<file path="config.mk">
export PLATFORM = sky130hd
export DESIGN_NAME = serial_paralelo
export DESIGN_NICKNAME = d
export VERILOG_FILES = /design/src/rtl/serial_paralelo_pkg.sv /design/src/rtl/serial_paralelo_aligner.sv /design/src/rtl/serial_paralelo.sv
export SDC_FILE = /design/constraint.sdc
export NUM_CORES = 1
export LEC_CHECK = 0
export BUFFER_PORTS_ARGS = -buffer_cell sky130_fd_sc_hd__clkbuf_2
export CAP_MARGIN = 20
export CORE_MARGIN = 4
export CORE_UTILIZATION = 60
export DETAILED_ROUTE_END_ITERATION = 6
export PLACE_DENSITY_LB_ADDON = 0.12
export SETUP_SLACK_MARGIN = 0.3
export SYNTH_ARGS = -nofsm -noshare
export SYNTH_HDL_FRONTEND = slang
export SYNTH_SLANG_ARGS = --single-unit
</file>
<file path="constraint.sdc">
create_clock -name clk_32f -period 4.7 [get_ports clk_32f]
set_input_delay 0.235 -clock clk_32f [delete_from_list [all_inputs] [get_ports clk_32f]]
set_output_delay 0.235 -clock clk_32f [all_outputs]
set_load 0.02 [all_outputs]
</file>
<file path="src/rtl/serial_paralelo_pkg.sv">
// Shared definitions for the serial-to-parallel receiver (serial_paralelo) and
// its transmit-side counterpart (paralelo_serial).
// Holds the comma/idle symbol, the default qualification count, the receiver
// state encoding, the byte payload type and a saturating counter helper.
package serial_paralelo_pkg;

  localparam int unsigned WIDTH            = 8;
  localparam int unsigned BIT_CNT_W        = 3;
  localparam int unsigned COMMA_CNT_W      = 4;
  localparam int unsigned RX_CNT_W         = 16;
  localparam int unsigned DEF_SYNC_COUNT   = 4;
  localparam logic [WIDTH-1:0] DEF_COMMA   = 8'hBC;

  typedef enum logic [1:0] {
    SEARCH = 2'd0,
    SYNC   = 2'd1,
    ACTIVE = 2'd2
  } rx_state_e;

  // Received byte as presented to the byte-rate logic.
  typedef struct packed {
    logic             valid;
    logic [WIDTH-1:0] data;
  } rx_byte_t;

  // Comma counter increment that sticks at all-ones instead of wrapping.
  function automatic logic [COMMA_CNT_W-1:0] comma_cnt_inc(
    input logic [COMMA_CNT_W-1:0] cnt
  );
    if (cnt == {COMMA_CNT_W{1'b1}}) begin
      return cnt;
    end
    return cnt + COMMA_CNT_W'(1);
  endfunction

endpackage

</file>
<file path="src/rtl/serial_paralelo_aligner.sv">
// Bit-level front end of serial_paralelo: shift register, comma compare and
// the bit-within-byte counter that marks byte boundaries.
// Ports:
//   clk_32f      serial bit clock
//   reset_L      asynchronous active-low reset
//   data_in      serial data, MSB first
//   realign      restart byte framing so the current edge ends a byte
//   cand_c       8 bits ending with the bit sampled at this edge
//   boundary_c   this edge completes a byte in the current framing
//   comma_hit_c  cand_c equals the comma symbol
module serial_paralelo_aligner
  import serial_paralelo_pkg::*;
#(
  parameter logic [WIDTH-1:0] COMMA = DEF_COMMA
) (
  input  logic             clk_32f,
  input  logic             reset_L,
  input  logic             data_in,
  input  logic             realign,
  output logic [WIDTH-1:0] cand_c,
  output logic             boundary_c,
  output logic             comma_hit_c
);

  // Only the seven most recent bits need storing; the eighth is data_in itself.
  logic [WIDTH-2:0]     sr_q, sr_d;
  logic [BIT_CNT_W-1:0] bit_cnt_q, bit_cnt_d;

  // Candidate byte, comma detect and boundary decode.
  always_comb begin
    cand_c      = {sr_q, data_in};
    comma_hit_c = (cand_c == COMMA);
    boundary_c  = (bit_cnt_q == BIT_CNT_W'(WIDTH - 1));
    sr_d        = cand_c[WIDTH-2:0];
    // Realigning sets the count to zero: the comma just seen closes a byte,
    // so the next boundary falls 8 edges later. Otherwise wrap 7 -> 0.
    if (realign) begin
      bit_cnt_d = '0;
    end else begin
      bit_cnt_d = bit_cnt_q + BIT_CNT_W'(1);
    end
  end

  // Bit-rate state.
  always_ff @(posedge clk_32f or negedge reset_L) begin
    if (!reset_L) begin
      sr_q      <= '0;
      bit_cnt_q <= '0;
    end else begin
      sr_q      <= sr_d;
      bit_cnt_q <= bit_cnt_d;
    end
  end

endmodule

</file>
<file path="src/rtl/serial_paralelo.sv">
// Serial-to-parallel receiver: recovers byte framing from a 1-bit stream by
// locking onto the comma symbol, qualifies the link after SYNC_COUNT aligned
// commas, then delivers data bytes with a valid flag (commas read as idle).
// Optional feature: define SERIAL_PARALELO_RXCNT_EN to add rx_count, a
// saturating count of data bytes accepted while ACTIVE.
// Ports:
//   clk_32f      serial bit clock, sole clock
//   reset_L      asynchronous active-low reset
//   data_in      serial data, MSB of each byte first
//   data_out     last received data byte, held between boundaries
//   valid_out    data_out holds a non-comma byte received while ACTIVE
//   byte_strobe  one-cycle pulse at every byte boundary in SYNC or ACTIVE
//   active       link aligned and qualified
//   rx_count     (SERIAL_PARALELO_RXCNT_EN only) accepted data byte count
module serial_paralelo
  import serial_paralelo_pkg::*;
#(
  parameter logic [WIDTH-1:0] COMMA      = DEF_COMMA,
  parameter int unsigned      SYNC_COUNT = DEF_SYNC_COUNT
) (
  input  logic                clk_32f,
  input  logic                reset_L,
  input  logic                data_in,
  output logic [WIDTH-1:0]    data_out,
  output logic                valid_out,
  output logic                byte_strobe,
  output logic                active
`ifdef SERIAL_PARALELO_RXCNT_EN
  ,
  output logic [RX_CNT_W-1:0] rx_count
`endif
);

  localparam logic [COMMA_CNT_W-1:0] SYNC_TGT = COMMA_CNT_W'(SYNC_COUNT);

  logic [WIDTH-1:0] cand_c;
  logic             boundary_c;
  logic             comma_hit_c;
  logic             realign_c;

  rx_state_e              state_q, state_d;
  logic [COMMA_CNT_W-1:0] comma_cnt_q, comma_cnt_d;
  rx_byte_t               out_q, out_d;
  logic                   byte_strobe_q, byte_strobe_d;
  logic                   active_q, active_d;
`ifdef SERIAL_PARALELO_RXCNT_EN
  logic [RX_CNT_W-1:0]    rx_count_q, rx_count_d;
`endif

  serial_paralelo_aligner #(
    .COMMA (COMMA)
  ) u_aligner (
    .clk_32f     (clk_32f),
    .reset_L     (reset_L),
    .data_in     (data_in),
    .realign     (realign_c),
    .cand_c      (cand_c),
    .boundary_c  (boundary_c),
    .comma_hit_c (comma_hit_c)
  );

  // Next-state and output decode.
  always_comb begin
    state_d       = state_q;
    comma_cnt_d   = comma_cnt_q;
    out_d         = out_q;
    byte_strobe_d = 1'b0;
    realign_c     = 1'b0;
`ifdef SERIAL_PARALELO_RXCNT_EN
    rx_count_d    = rx_count_q;
`endif

    unique case (state_q)
      // Any comma at any bit position establishes the framing.
      SEARCH: begin
        out_d.valid = 1'b0;
        if (comma_hit_c) begin
          realign_c   = 1'b1;
          comma_cnt_d = COMMA_CNT_W'(1);
          if (SYNC_TGT <= COMMA_CNT_W'(1)) begin
            state_d = ACTIVE;
          end else begin
            state_d = SYNC;
          end
        end
      end

      // Only aligned bytes are inspected; one non-comma drops the framing.
      SYNC: begin
        if (boundary_c) begin
          byte_strobe_d = 1'b1;
          if (comma_hit_c) begin
            comma_cnt_d = comma_cnt_inc(comma_cnt_q);
            if (comma_cnt_d >= SYNC_TGT) begin
              state_d = ACTIVE;
            end
          end else begin
            comma_cnt_d = '0;
            state_d     = SEARCH;
          end
        end
      end

      // Framing is trusted from here on: data may form a comma across a
      // boundary, so misaligned commas never cause a relock.
      ACTIVE: begin
        if (boundary_c) begin
          byte_strobe_d = 1'b1;
          if (comma_hit_c) begin
            out_d.valid = 1'b0;
          end else begin
            out_d.valid = 1'b1;
            out_d.data  = cand_c;
`ifdef SERIAL_PARALELO_RXCNT_EN
            if (rx_count_q != {RX_CNT_W{1'b1}}) begin
              rx_count_d = rx_count_q + RX_CNT_W'(1);
            end
`endif
          end
        end
      end

      default: begin
        state_d     = SEARCH;
        comma_cnt_d = '0;
        out_d.valid = 1'b0;
      end
    endcase

    active_d = (state_d == ACTIVE);
  end

  // Byte-level state and registered outputs.
  always_ff @(posedge clk_32f or negedge reset_L) begin
    if (!reset_L) begin
      state_q       <= SEARCH;
      comma_cnt_q   <= '0;
      out_q         <= '0;
      byte_strobe_q <= 1'b0;
      active_q      <= 1'b0;
`ifdef SERIAL_PARALELO_RXCNT_EN
      rx_count_q    <= '0;
`endif
    end else begin
      state_q       <= state_d;
      comma_cnt_q   <= comma_cnt_d;
      out_q         <= out_d;
      byte_strobe_q <= byte_strobe_d;
      active_q      <= active_d;
`ifdef SERIAL_PARALELO_RXCNT_EN
      rx_count_q    <= rx_count_d;
`endif
    end
  end

  assign data_out    = out_q.data;
  assign valid_out   = out_q.valid;
  assign byte_strobe = byte_strobe_q;
  assign active      = active_q;
`ifdef SERIAL_PARALELO_RXCNT_EN
  assign rx_count    = rx_count_q;
`endif

endmodule

</file>
# ---- Yosys cells after proc, flatten, opt, wreduce, memory -nomap -nowiden
# Cells that the tools add are included.
# Widths: inputs -> output; s select.
dict set report classes {
  n_div 0
  mul 0
  n_eq_ne 9
  shifts 0
  mux 27
  reduce_logical 5
  bitwise_logic 3
  addsub 2
  order_cmp 1
}
# cell n
set ops {}
lappend ops {{$mux 4} 8}
lappend ops {{$pmux 4 s3} 1}
lappend ops {{$mux 1} 9}
lappend ops {{$mux 9} 1}
lappend ops {{$eq 8x8->1 const B} 1}
lappend ops {{$mux 2} 4}
lappend ops {{$mux 8} 1}
lappend ops {{$ne 2x2->1 const B} 3}
lappend ops {{$pmux 2 s3} 1}
lappend ops {{$reduce_and 3->1} 2}
lappend ops {{$add 4x1->4 const B} 1}
lappend ops {{$eq 2x2->1 const B} 2}
lappend ops {{$eq 4x4->1 const B} 1}
lappend ops {{$ge 4x3->1 const B} 1}
lappend ops {{$add 3x1->3 const B} 1}
lappend ops {{$eq 3x3->1 const B} 1}
lappend ops {{$mux 3} 1}
lappend ops {{$not 1->1} 3}
lappend ops {{$eq 2x1->1 const B} 1}
lappend ops {{$logic_not 2->1} 1}
lappend ops {{$pmux 1 s2} 1}
lappend ops {{$reduce_and 2->1} 1}
lappend ops {{$reduce_or 2->1} 1}
dict set report totals {
  n_memories 0
  ram_bits 0
  inputBits 3
  latch_bits 0
  romBits 0
  register_bits 27
}

# ---- Depth between registers and ports, before layout
# Gate-level depths: netlist of the first run.
dict set report logic_depth {
  word_depth 15
  mapped_depth 8
}

# ---- Cells and area by module
# From an unflattened synthesis of the first run, not the netlist that was laid out.
dict set report unflattened {
  hier_cells 94
  hier_area_um2 1167.4
}
# module seq_area_each_um2 cells_each area_per_inst_um2 instances
set modules_own_cells {}
lappend modules_own_cells {serial_paralelo 425.4 75 843.3 1}
lappend modules_own_cells {serial_paralelo_aligner 250.2 19 324.1 1}

# ---- Worst setup path before layout of the first run
# OpenSTA, ideal clock, no wires.
dict set report synth_timing {
  kind {register -> register}
  from {register u_aligner.sr_q[5]}
  to {register comma_cnt_q[1]}
  slack_ns 2.839
  period_less_slack_ns 1.861
  arrival_time_ns 1.731
  n_path_buf 0
  t_required_ns 4.569
  path_stages_with_launch 6
  setup_ns 0.131
  path_cell_list {dfrtp_1 -> or4b_4 -> or2_4 -> a211oi_4 -> a21bo_2 -> a21oi_1}
}
dict set report synth_between {
  elab_chain_cells 4
}
# element line
set synth_lines {}
lappend synth_lines {{start: declaration} serial_paralelo_aligner.sv:26} ;# logic [WIDTH-2:0] sr_q, sr_d;
lappend synth_lines {{start signal: assignment} serial_paralelo_aligner.sv:50} ;# sr_q <= sr_d;
lappend synth_lines {{$eq 8x8->1 *} serial_paralelo_aligner.sv:32} ;# comma_hit_c = (cand_c == COMMA);
lappend synth_lines {{$mux 4} serial_paralelo.sv:92} ;# if (comma_hit_c) begin
lappend synth_lines {{$mux 4} serial_paralelo.sv:90} ;# if (boundary_c) begin
lappend synth_lines {{$pmux 4 s3} serial_paralelo.sv:73} ;# unique case (state_q)
lappend synth_lines {{end signal: assignment} serial_paralelo.sv:146} ;# comma_cnt_q <= comma_cnt_d;
lappend synth_lines {{end: declaration} serial_paralelo.sv:42} ;# logic [COMMA_CNT_W-1:0] comma_cnt_q, comma_cnt_d;
# Mark *: on every way between the ends. The rest lies on a longest branch, timed or not. The select of a mux whose other input is x is not followed.
# A chain may end at the register's enable or synchronous reset.

# ---- Worst setup path in the final report of the first run
dict set report layout_timing {
  from {input data_in}
  to {register active_q (netlist: active)}
}
dict set report layout_between {
  elab_chain_cells 5
}
# element line
set layout_lines {}
lappend layout_lines {{start: declaration} serial_paralelo.sv:23} ;# input logic data_in,
lappend layout_lines {{$eq 8x8->1 *} serial_paralelo_aligner.sv:32}
lappend layout_lines {{$mux 2} serial_paralelo.sv:92}
lappend layout_lines {{$mux 2} serial_paralelo.sv:90}
lappend layout_lines {{$pmux 2 s3 *} serial_paralelo.sv:73}
lappend layout_lines {{named net state_d[1]} serial_paralelo.sv:41} ;# rx_state_e state_q, state_d;
lappend layout_lines {{$eq 2x2->1 *} serial_paralelo.sv:130} ;# active_d = (state_d == ACTIVE);
lappend layout_lines {{named net active_d} serial_paralelo.sv:45} ;# logic active_q, active_d;
lappend layout_lines {{end signal: assignment} serial_paralelo.sv:149} ;# active_q <= active_d;
lappend layout_lines {{end: declaration} serial_paralelo.sv:45}
# Mark *: on every way through the listed nets, which the timed path passes. The rest lies on a longest branch.

==> flow_summary.toml, run 1 <==
[run_status]
outcome = "complete, no violations"

[worst_setup_path]
startpoint_type = "input pin"
worst-path-max-fanout = 7
crit_chain = "dlygate4sd3_1 > clkbuf_2 > or4b_4 > nor2_1 > o2111ai_1 > a31oi_1 > o21a_1"
path_class = "input pin to flop"
arrival_ps = 2400
critPathTopFamily = "simple AND/OR/NAND/NOR gates"
critPathSlowestCell = "dlygate4sd3_1"
max_stage_delay_ps = 540
cp.required_ps = 4980
endpoint_kind = "flop"
cp_num_buf_inv = 2

[yosys]
yosysTopAreaCell = "dfrtp_1"
synth_area_per_cell_sq_um = 12.45
synthTopCellsByArea = "dfrtp_1 (57%), mux2_2 (7.6%), ha_1 (7.4%)"
synth_seq_cells = 27
synth_nets = 105
syn_inst = 95
yosysWarnings = 0
yosysSeqAreaShare = 0.5714
syn_area_sq_mm = 0.001182
synth_cell_types = 30
yosysTopAreaCellShare = 0.5714

[routing]
viasPerCell = 5.882
vias = 800
firstDrtPassIters = 4
wire_per_inst_um = 14.43
wirelength_um = 1963
drtIter0Drc = 19
ant_nets = 0
drc = 0

[global_route]
globalRouteTotalUtil = 0.1775
grt_pass1_wl_um = 3484
grt_max_degree = 28
antenna_found_initial = 0
grt_pass1_vias = 821
grt_overflow_total = 0

[sta]
final.setup_skew_ps = 7.304
finalHoldViolations = 0
fmaxAchievable_ghz = 0.4724
finalSetupViolations = 0
hold_slack_ps = 421.1
worst_pin_slew_ps = 636.2
relSlewSlack = 0.5758
fin_crit_sh = 0.4504
setup_tns_ps = 0
rsz0062_at_grt = "no"
maxSlewViolCount = 0
fin_crit_ps = 2117

[power]
p_leak_nw = 0.5878
p_total_mw = 0.7143
power_density_mw_per_mm2 = 541.6
peakVddDrop_v = 0.0004570

[clock_network]
cts_resized = 0
cts.sinks = 27
clk_latency_ps = 330
cts_root_buf = "clkbuf_4"
cts_tree = "done"
cts_buffer_depth = 2
clk_pin_slew_worst_paths_ps = 150
cts_setup_buffers = 0
cts_made_buffers = 3
hold_buffers = 1
htree_num_levels = 1

[layout]
area_delta_synth_final_pct = 11.53
layout_common_cells = "dfrtp_1 (27), clkbuf_2 (13), a21oi_1 (9)"
final_area_sq_mm = 0.001319
layout_commonest_cell = "dfrtp_1"
diodes = 0
final_nets = 122
final_layout_size_suffix_gt1_frac = 0.2793

[place]
gp_routability_congestion = 0.8033
hpwl_um = 1360
place_area_sq_mm = 0.001267
portBuffers = 13

[floorplanning]
die_y_um = 52.39
ios = 14
start_util = 0.6563
rows = 15
core_sq_mm = 0.001802
dieArea_sq_mm = 0.002745
die_x_um = 52.39

[run]
maxCapViolations = 0

[hold_path]
hold_class = "flop to flop"
-- worst reg2reg max path, delay by kind of cell, from the launching register on --
kind               cells  cell delay [ps]
and+or+nand+nor        2              990
AOI/OAI and AO/OA      3              550
DFF                    1              430
-- power breakdown --
part	switching [mW]	internal, mW	leakage (nW)	total (mW)
logic	0.151	0.108	0.238	0.260
registers	0.0466	0.303	0.331	0.349
clock network	0.0706	0.0348	0.0183	0.105
-- synthesized netlist by cell type --
cell        n
inv_1       3
a41oi_1     1
a21bo_2     1
a211oi_4    1
mux2_2      8
nand3_2     1
nor2b_1     1
o311ai_0    1
a21boi_0    1
a21oi_1     9
nand3_1     5
or4b_4      1
o21a_1      1
nand4_1     1
a311oi_1    1
o211ai_1    1
nor3_1      2
nor2_1      2
dfrtp_1    27
clkbuf_1    3
o21ai_0     4
ha_1        7
or2_4       1
and2b_2     1
o2111ai_1   1
a221oi_1    1
nand2_1     3
nand2b_1    1
and2_1      3
a31oi_1     2
-- cells by family (layout without fill, tap and decap cells) --
family	count (synthesis)	after routing	share of synthesized area
flip-flops	27	27	0.5714
adder cells (fa/ha/maj)	7	7	0.07407
AO/OA/AOI/OAI	25	25	0.1471
buffers and inverters	6	22	0.01905
multiplexers	8	8	0.07619
AND/OR/NAND/NOR	22	22	0.1122
-- area by class of cell --
| class | count | area (sq um) |
|---|---|---|
| tap | 25 | 31.28 |
| timing repair buffer | 15 | 85.08 |
| sequential | 27 | 675.6 |
| inverter | 3 | 11.26 |
| clock inverter | 1 | 8.758 |
| clock buffer | 3 | 22.52 |
| fill | 137 | 483.0 |
| multi-input combinational | 62 | 484.2 |
-- stage by stage --
step,cells,utilization,setup slack (ps)
after detailed placement,130,0.7035,2743
after global placement,130,0.7035,2753
after floorplan,95,-,2839
final,136,0.7319,2583
after CTS,135,0.7264,2684
after global routing,136,0.7319,2501
-- final timing paths --
kind / end / depth (start not counted) / from / slack (ps)
worst max-delay path: active$_DFF_PN0_ / 7 / data_in / 2580
worst min-delay path: u_aligner.sr_q[3]$_DFF_PN0_ / 0 / u_aligner.sr_q[2]$_DFF_PN0_ / 420
worst max register to register: active$_DFF_PN0_ / 5 / u_aligner.sr_q[5]$_DFF_PN0_ / 2670
worst min register to register: u_aligner.sr_q[3]$_DFF_PN0_ / 0 / u_aligner.sr_q[2]$_DFF_PN0_ / 420
max in group asynchronous: comma_cnt_q[3]$_DFFE_PN0P_ / 2 / reset_L / 3850
min in group asynchronous: byte_strobe$_DFF_PN0_ / 2 / reset_L / 440
-- state kept, by name, indices dropped and copies added, names as in the netlist --
register,cells
data_out,8
u_aligner.sr_q,7
comma_cnt_q,4
u_aligner.bit_cnt_q,3
state_q,2
active,1
byte_strobe,1
valid_out,1
-- metal layers --
| layer | vias up | track usage | wire length [um] |
|---|---|---|---|
| li1 | 379 | - | - |
| met1 | 398 | 0.2214 | 906 |
| met2 | 18 | 0.2851 | 918 |
| met3 | 5 | 0.03419 | 87 |
| met4 | 0 | 0.1021 | 51 |
| met5 | - | 0 | 0 |
No activity file was read; power rests on OpenSTA's default activity.
==> inputs of run 2 (changes only) <==
--- a/config.mk
+++ b/config.mk
@@ -7,8 +7,9 @@
 export LEC_CHECK = 0
 export BUFFER_PORTS_ARGS = -buffer_cell sky130_fd_sc_hd__clkbuf_2
 export CAP_MARGIN = 20
+export CORE_ASPECT_RATIO = 1.75
 export CORE_MARGIN = 4
-export CORE_UTILIZATION = 60
+export CORE_UTILIZATION = 50
 export DETAILED_ROUTE_END_ITERATION = 6
 export PLACE_DENSITY_LB_ADDON = 0.12
 export SETUP_SLACK_MARGIN = 0.3
==> constraint.sdc (replaced) <==
create_clock -name clk_32f -period 1.9 [get_ports clk_32f]
set_input_delay 0.095 -clock clk_32f [delete_from_list [all_inputs] [get_ports clk_32f]]
set_output_delay 0.095 -clock clk_32f [all_outputs]
set_load 0.02 [all_outputs]
==> run 2 against run 1 <==
Compared with the run above:
- clock power grew to 3.1 times the previous value
- critical path depth shrank 2
- sequential power grew to 2.5 times the previous value
- global-route usage grew 0.10 points
- largest power group unchanged
- cell area grew 18%
- non-clock buffer count grew 11
- total power grew to 2.8 times the previous value
- die area grew 18%
- clock skew shrank 3.4 ps
- sequential share of layout area shrank 7.7 points
- core utilization shrank 4.7 points
==> flow_summary.toml, run 2 (synthesis results as in run 1) <==
[run_status]
outcome = "complete, no violations"

[worst_setup_path]
ff2ff_path_depth = 5
startpoint_type = "flop"
ff2ff_setup_slack_ps = 3
cp.required_ps = 2060
r2r-end = "data_out[1]$_DFFE_PN0P_"
crit_path_start = "u_aligner.sr_q[0]$_DFF_PN0_"
path_class = "flop to flop"
r2r-start = "u_aligner.sr_q[0]$_DFF_PN0_"
arrival_ps = 2060
worstSetupEndpoint = "data_out[1]$_DFFE_PN0P_"
endpoint_kind = "flop"
worst-path-max-fanout = 5

[run]
maxCapViolations = 0

[floorplanning]
ios = 14
rows = 23
die_x_um = 44.76
die_y_um = 72.33
start_util = 0.5201
core_sq_mm = 0.002273
dieArea_sq_mm = 0.003237

[layout]
final_nets = 134
layout_commonest_cell = "dfrtp_1"
diodes = 0
nFillCells = 176
final_layout_size_suffix_gt1_frac = 0.4472
area_delta_synth_final_pct = 31.64
layout_common_cells = "dfrtp_1 (26), clkbuf_2 (13), buf_4 (9)"
largest_reg_flops = 8
final_cells = 148
final_area_sq_mm = 0.001556

[power]
peakVddDrop_v = 0.0008857
p_total_mw = 1.978
power_density_mw_per_mm2 = 1271
p_leak_nw = 0.6788

[place]
portBuffers = 13
placedCellCount = 135
gp_routability_congestion = 0.8800
place_area_sq_mm = 0.001305

[routing]
firstDrtPassIters = 4
vias = 846
viasPerCell = 5.716
ant_nets = 0
drtIter0Drc = 8
wirelength_um = 2493
drc = 0
wire_per_inst_um = 16.84

[clock_network]
htree_num_levels = 1
cts_tree = "done"
cts_made_buffers = 3
clk_latency_ps = 270
clk_pin_slew_worst_paths_ps = 90
cts_root_buf = "clkbuf_8"
cts_buffer_depth = 2
cts.sinks = 27

[sta]
fin_crit_sh = 0.9985
fin_crit_ps = 1897
rsz0062_at_grt = "yes"
finalHoldViolations = 0
worst_pin_slew_ps = 639.5
relSlewSlack = 0.5736
final.setup_skew_ps = 3.954
fmaxAchievable_ghz = 0.5271
maxSlewViolCount = 0
hold_slack_ps = 101.6
finalSetupViolations = 0

[global_route]
grt_pass1_wl_um = 4264
antenna_found_initial = 0
globalRouteTotalUtil = 0.1785
grt_overflow_total = 0
grt_max_degree = 28
grt_pass1_vias = 940

[hold_path]
hold_class = "input pin to flop"
==> run 2: cell count changes in the layout (fill, tap and decap cells not counted), moves of 2 or more <==
cell      before  now
a21oi_1        9    7
a21oi_2        0    2
a31oi_1        2    0
a31oi_4        0    2
buf_4          0    9
buf_6          0    2
clkbuf_4       3    0
clkbuf_8       0    3
mux2_2         8    3
mux2_4         0    5
nand3_4        0    2
==> run 2: critical path: stages, from the launching register on <==
cell	delay (ps)
dfrtp_1	400
or4b_4	520
or2_4	270
buf_4	170
nand3_4	120
mux2_4	320
==> run 2: layout make-up <==
class	count	area, sq um	share of cell area
Sequential cell	27	676.9	0.4349
Multi-Input combinational cell	63	616.8	0.3963
Timing Repair Buffer	26	175.2	0.1125
Clock buffer	4	45.04	0.02894
Tap cell	25	31.28	0.02010
Inverter	3	11.26	0.007235
==> run 2: timing repair <==
action | in CTS | in global routing
endpoints found under the setup margin | 18 | 19
hold buffers | 2 | 0
pin swaps | 9 | 5
hold endpoints to repair | 28 | 0
gates resized for setup | 16 | 11
gates cloned | 0 | 1
buffers inserted | 3 | 3
==> run 2: where the power goes <==
group          total [mW]  internal, mW  switching (mW)
clock               0.322         0.150           0.171
combinational       0.770         0.345           0.425
sequential          0.886         0.752           0.134
total                1.98          1.25           0.731
==> run 2: per-layer routing <==
| layer | share of wire | global-route usage | wire length, um | up-vias |
|---|---|---|---|---|
| met2 | 0.57 | 0.3104 | 1411 | 9 |
| li1 | - | - | - | 402 |
| met3 | 0.020 | 0.02730 | 50 | 4 |
| met4 | 0.015 | 0.09060 | 38 | 0 |
| met5 | 0 | 0 | 0 | - |
| met1 | 0.40 | 0.2023 | 992 | 431 |
==> run 2: worst min path at each step <==
stage | to | depth (start not counted) | start | slack, ps
2_1_floorplan | active$_DFF_PN0_ | 0 | reset_L | -200
3_3_place_gp | byte_strobe$_DFF_PN0_ | 1 | reset_L | 150
3_5_place_dp | state_q[0]$_DFF_PN0_ | 1 | reset_L | 160
4_1_cts | data_out[0]$_DFFE_PN0P_ | 2 | data_in | 100
5_1_grt | data_out[0]$_DFFE_PN0P_ | 2 | data_in | 120
6_report | data_out[0]$_DFFE_PN0P_ | 2 | data_in | 100
==> run 2: metrics by stage <==
step / setup TNS [ps] / setup WS (ps) / util
floorplan: 0 / 115.5 / -
global placement: 0 / 50.15 / 0.5740
detailed placement: 0 / 14.66 / 0.5740
CTS: 0 / 29.16 / 0.6505
global route: -386.0 / -79.50 / 0.6846
finish: 0 / 2.757 / 0.6846
==> inputs of run 3 (changes only) <==
--- a/config.mk
+++ b/config.mk
@@ -11,6 +11,7 @@
 export CORE_MARGIN = 4
 export CORE_UTILIZATION = 50
 export DETAILED_ROUTE_END_ITERATION = 6
+export MAX_ROUTING_LAYER = met4
 export PLACE_DENSITY_LB_ADDON = 0.12
 export SETUP_SLACK_MARGIN = 0.3
 export SYNTH_ARGS = -nofsm -noshare
==> run 3 against run 2 <==
Compared with the run above:
- non-clock buffer count stayed put
- largest power group unchanged
- count of clock-buffer cells in the layout unchanged
- sequential power about the same
- setup slack improved by 1.0 ps
- via count increased by 0.47%
- cell count stayed put
- cell area unchanged
- flip-flop and latch count is the same
- routed wire length barely moved
- die area unchanged
- critical path type unchanged
- critical endpoint unchanged
- first-iteration DRC count unchanged
==> flow_summary.toml, run 3 (synthesis results as in run 1) <==
[floorplanning]
start_util = 0.5201
core_sq_mm = 0.002273
dieArea_sq_mm = 0.003237
ios = 14
rows = 23
die_x_um = 44.76
die_y_um = 72.33

[power]
swShare = 0.3702
p_leak_nw = 0.6788
power_density_mw_per_mm2 = 1272
p_int_mw = 1.247
combinationalPowerShare = 0.389
peakVddDrop_v = 0.0008885
pwr-share-seq = 0.448
clkPwrFrac = 0.163
netSwitchingPower_mw = 0.7332
p_total_mw = 1.980

[worst_setup_path]
path_class = "flop to flop"
ff2ff_setup_slack_ps = 4
cp.required_ps = 2060
r2r-end = "data_out[1]$_DFFE_PN0P_"
worst-path-max-fanout = 5
ff2ff_path_depth = 5
endpoint_kind = "flop"
startpoint_type = "flop"
crit_path_start = "u_aligner.sr_q[0]$_DFF_PN0_"
r2r-start = "u_aligner.sr_q[0]$_DFF_PN0_"
arrival_ps = 2060

[clock_network]
cts_tree = "done"
cts.sinks = 27
cts_buffer_depth = 2
cts_root_buf = "clkbuf_8"
clk_pin_slew_worst_paths_ps = 90
cts_made_buffers = 3
htree_num_levels = 1
clk_latency_ps = 270

[routing]
vias = 850
drtIter0Drc = 8
firstDrtPassIters = 4
wire_per_inst_um = 16.83
ant_nets = 0
wirelength_um = 2491
viasPerCell = 5.743
drc = 0

[sta]
fin_crit_sh = 0.9980
worst_pin_slew_ps = 640.8
finalHoldViolations = 0
fmaxAchievable_ghz = 0.5274
fin_crit_ps = 1896
maxSlewViolCount = 0
relSlewSlack = 0.5728
setup_tns_ps = 0
finalSetupViolations = 0
finalWorstSetupSlack_ps = 3.794
final.setup_skew_ps = 3.685
rsz0062_at_grt = "yes"

[layout]
area_delta_synth_final_pct = 31.64
diodes = 0
layout_common_cells = "dfrtp_1 (26), clkbuf_2 (13), buf_4 (9)"
layout_commonest_cell = "dfrtp_1"
final_nets = 134
largest_reg_flops = 8
final_layout_size_suffix_gt1_frac = 0.4472

[global_route]
globalRouteTotalUtil = 0.1836
grt_overflow_total = 0
grt_pass1_wl_um = 4257
grt_pass1_vias = 940
antenna_found_initial = 0
grt_max_degree = 28

[place]
portBuffers = 13
dp_slack_ps = 14.66
gp_routability_congestion = 0.8946

[run_status]
outcome = "complete, no violations"

[hold_path]
hold-path-cell-count = 2
hold_path.startpoint = "data_in"
hold_path_end = "data_out[0]$_DFFE_PN0P_"
hold_class = "input pin to flop"

[run]
maxCapViolations = 0
==> run 3: cell counts in the layout (fill, tap and decap cells not counted) <==
No cell type changed its count.
==> run 3: how the worst max path moves through the flow <==
stage	endpoint	slack (ps)	depth (start not counted)
global route	comma_cnt_q[3]$_DFFE_PN0P_	-80	5
floorplan	comma_cnt_q[1]$_DFFE_PN0P_	120	5
global placement	data_out[1]$_DFFE_PN0P_	50	4
CTS	comma_cnt_q[1]$_DFFE_PN0P_	30	5
finish	data_out[1]$_DFFE_PN0P_	4	5
detailed placement	data_out[1]$_DFFE_PN0P_	10	4
==> run 3: layout make-up <==
type / instances / area [sq um]
fillers: 176 / 716.9
flip-flops and latches: 27 / 676.9
multi-input cells: 63 / 616.8
repair buffers: 26 / 175.2
clock buffers: 4 / 45.04
well taps: 25 / 31.28
inverters: 3 / 11.26
==> run 3: metrics by stage <==
stage | instance area [sq um] | cells | hold slack, ps | util
5_1_grt | 1556 | 148 | 118.6 | 0.6846
2_1_floorplan | 1182 | 95 | -200.6 | -
6_report | 1556 | 148 | 103.3 | 0.6846
3_5_place_dp | 1305 | 135 | 156.6 | 0.5740
4_1_cts | 1479 | 144 | 104.2 | 0.6505
3_3_place_gp | 1305 | 135 | 148.7 | 0.5740
==> run 3: routing by layer <==
layer  global-route usage  vias to the layer above  routed length [um]
li1                     -                      402                   -
met1               0.2039                      435                 995
met2               0.3104                        9                1414
met3              0.02481                        4                  42
met4              0.09060                        0                  38
met5                    -                        -                   0
==> run 3: timing repair <==
| item | CTS | global route |
|---|---|---|
| buffers inserted | 3 | 3 |
| resized for setup | 16 | 11 |
| cloned | 0 | 1 |
| endpoints found under the hold margin | 28 | 0 |
| endpoints found under the setup margin | 18 | 19 |
| hold buffers | 2 | 0 |
| pin swaps | 9 | 5 |
==> run 3: worst max-delay path: stages (launching register included) <==
cell	delay [ps]
dfrtp_1	400
or4b_4	520
or2_4	270
buf_4	170
nand3_4	110
mux2_4	320
==> run 3: power groups by stage <==
stage / Clock (mW) / Combinational (mW) / Sequential, mW
CTS: 0.328 / 0.723 / 0.881
floorplan: 0 / 0.323 / 0.991
global placement: 0 / 0.653 / 0.873
detailed placement: 0 / 0.662 / 0.883
finish: 0.323 / 0.771 / 0.887
global route: 0.350 / 0.855 / 0.918
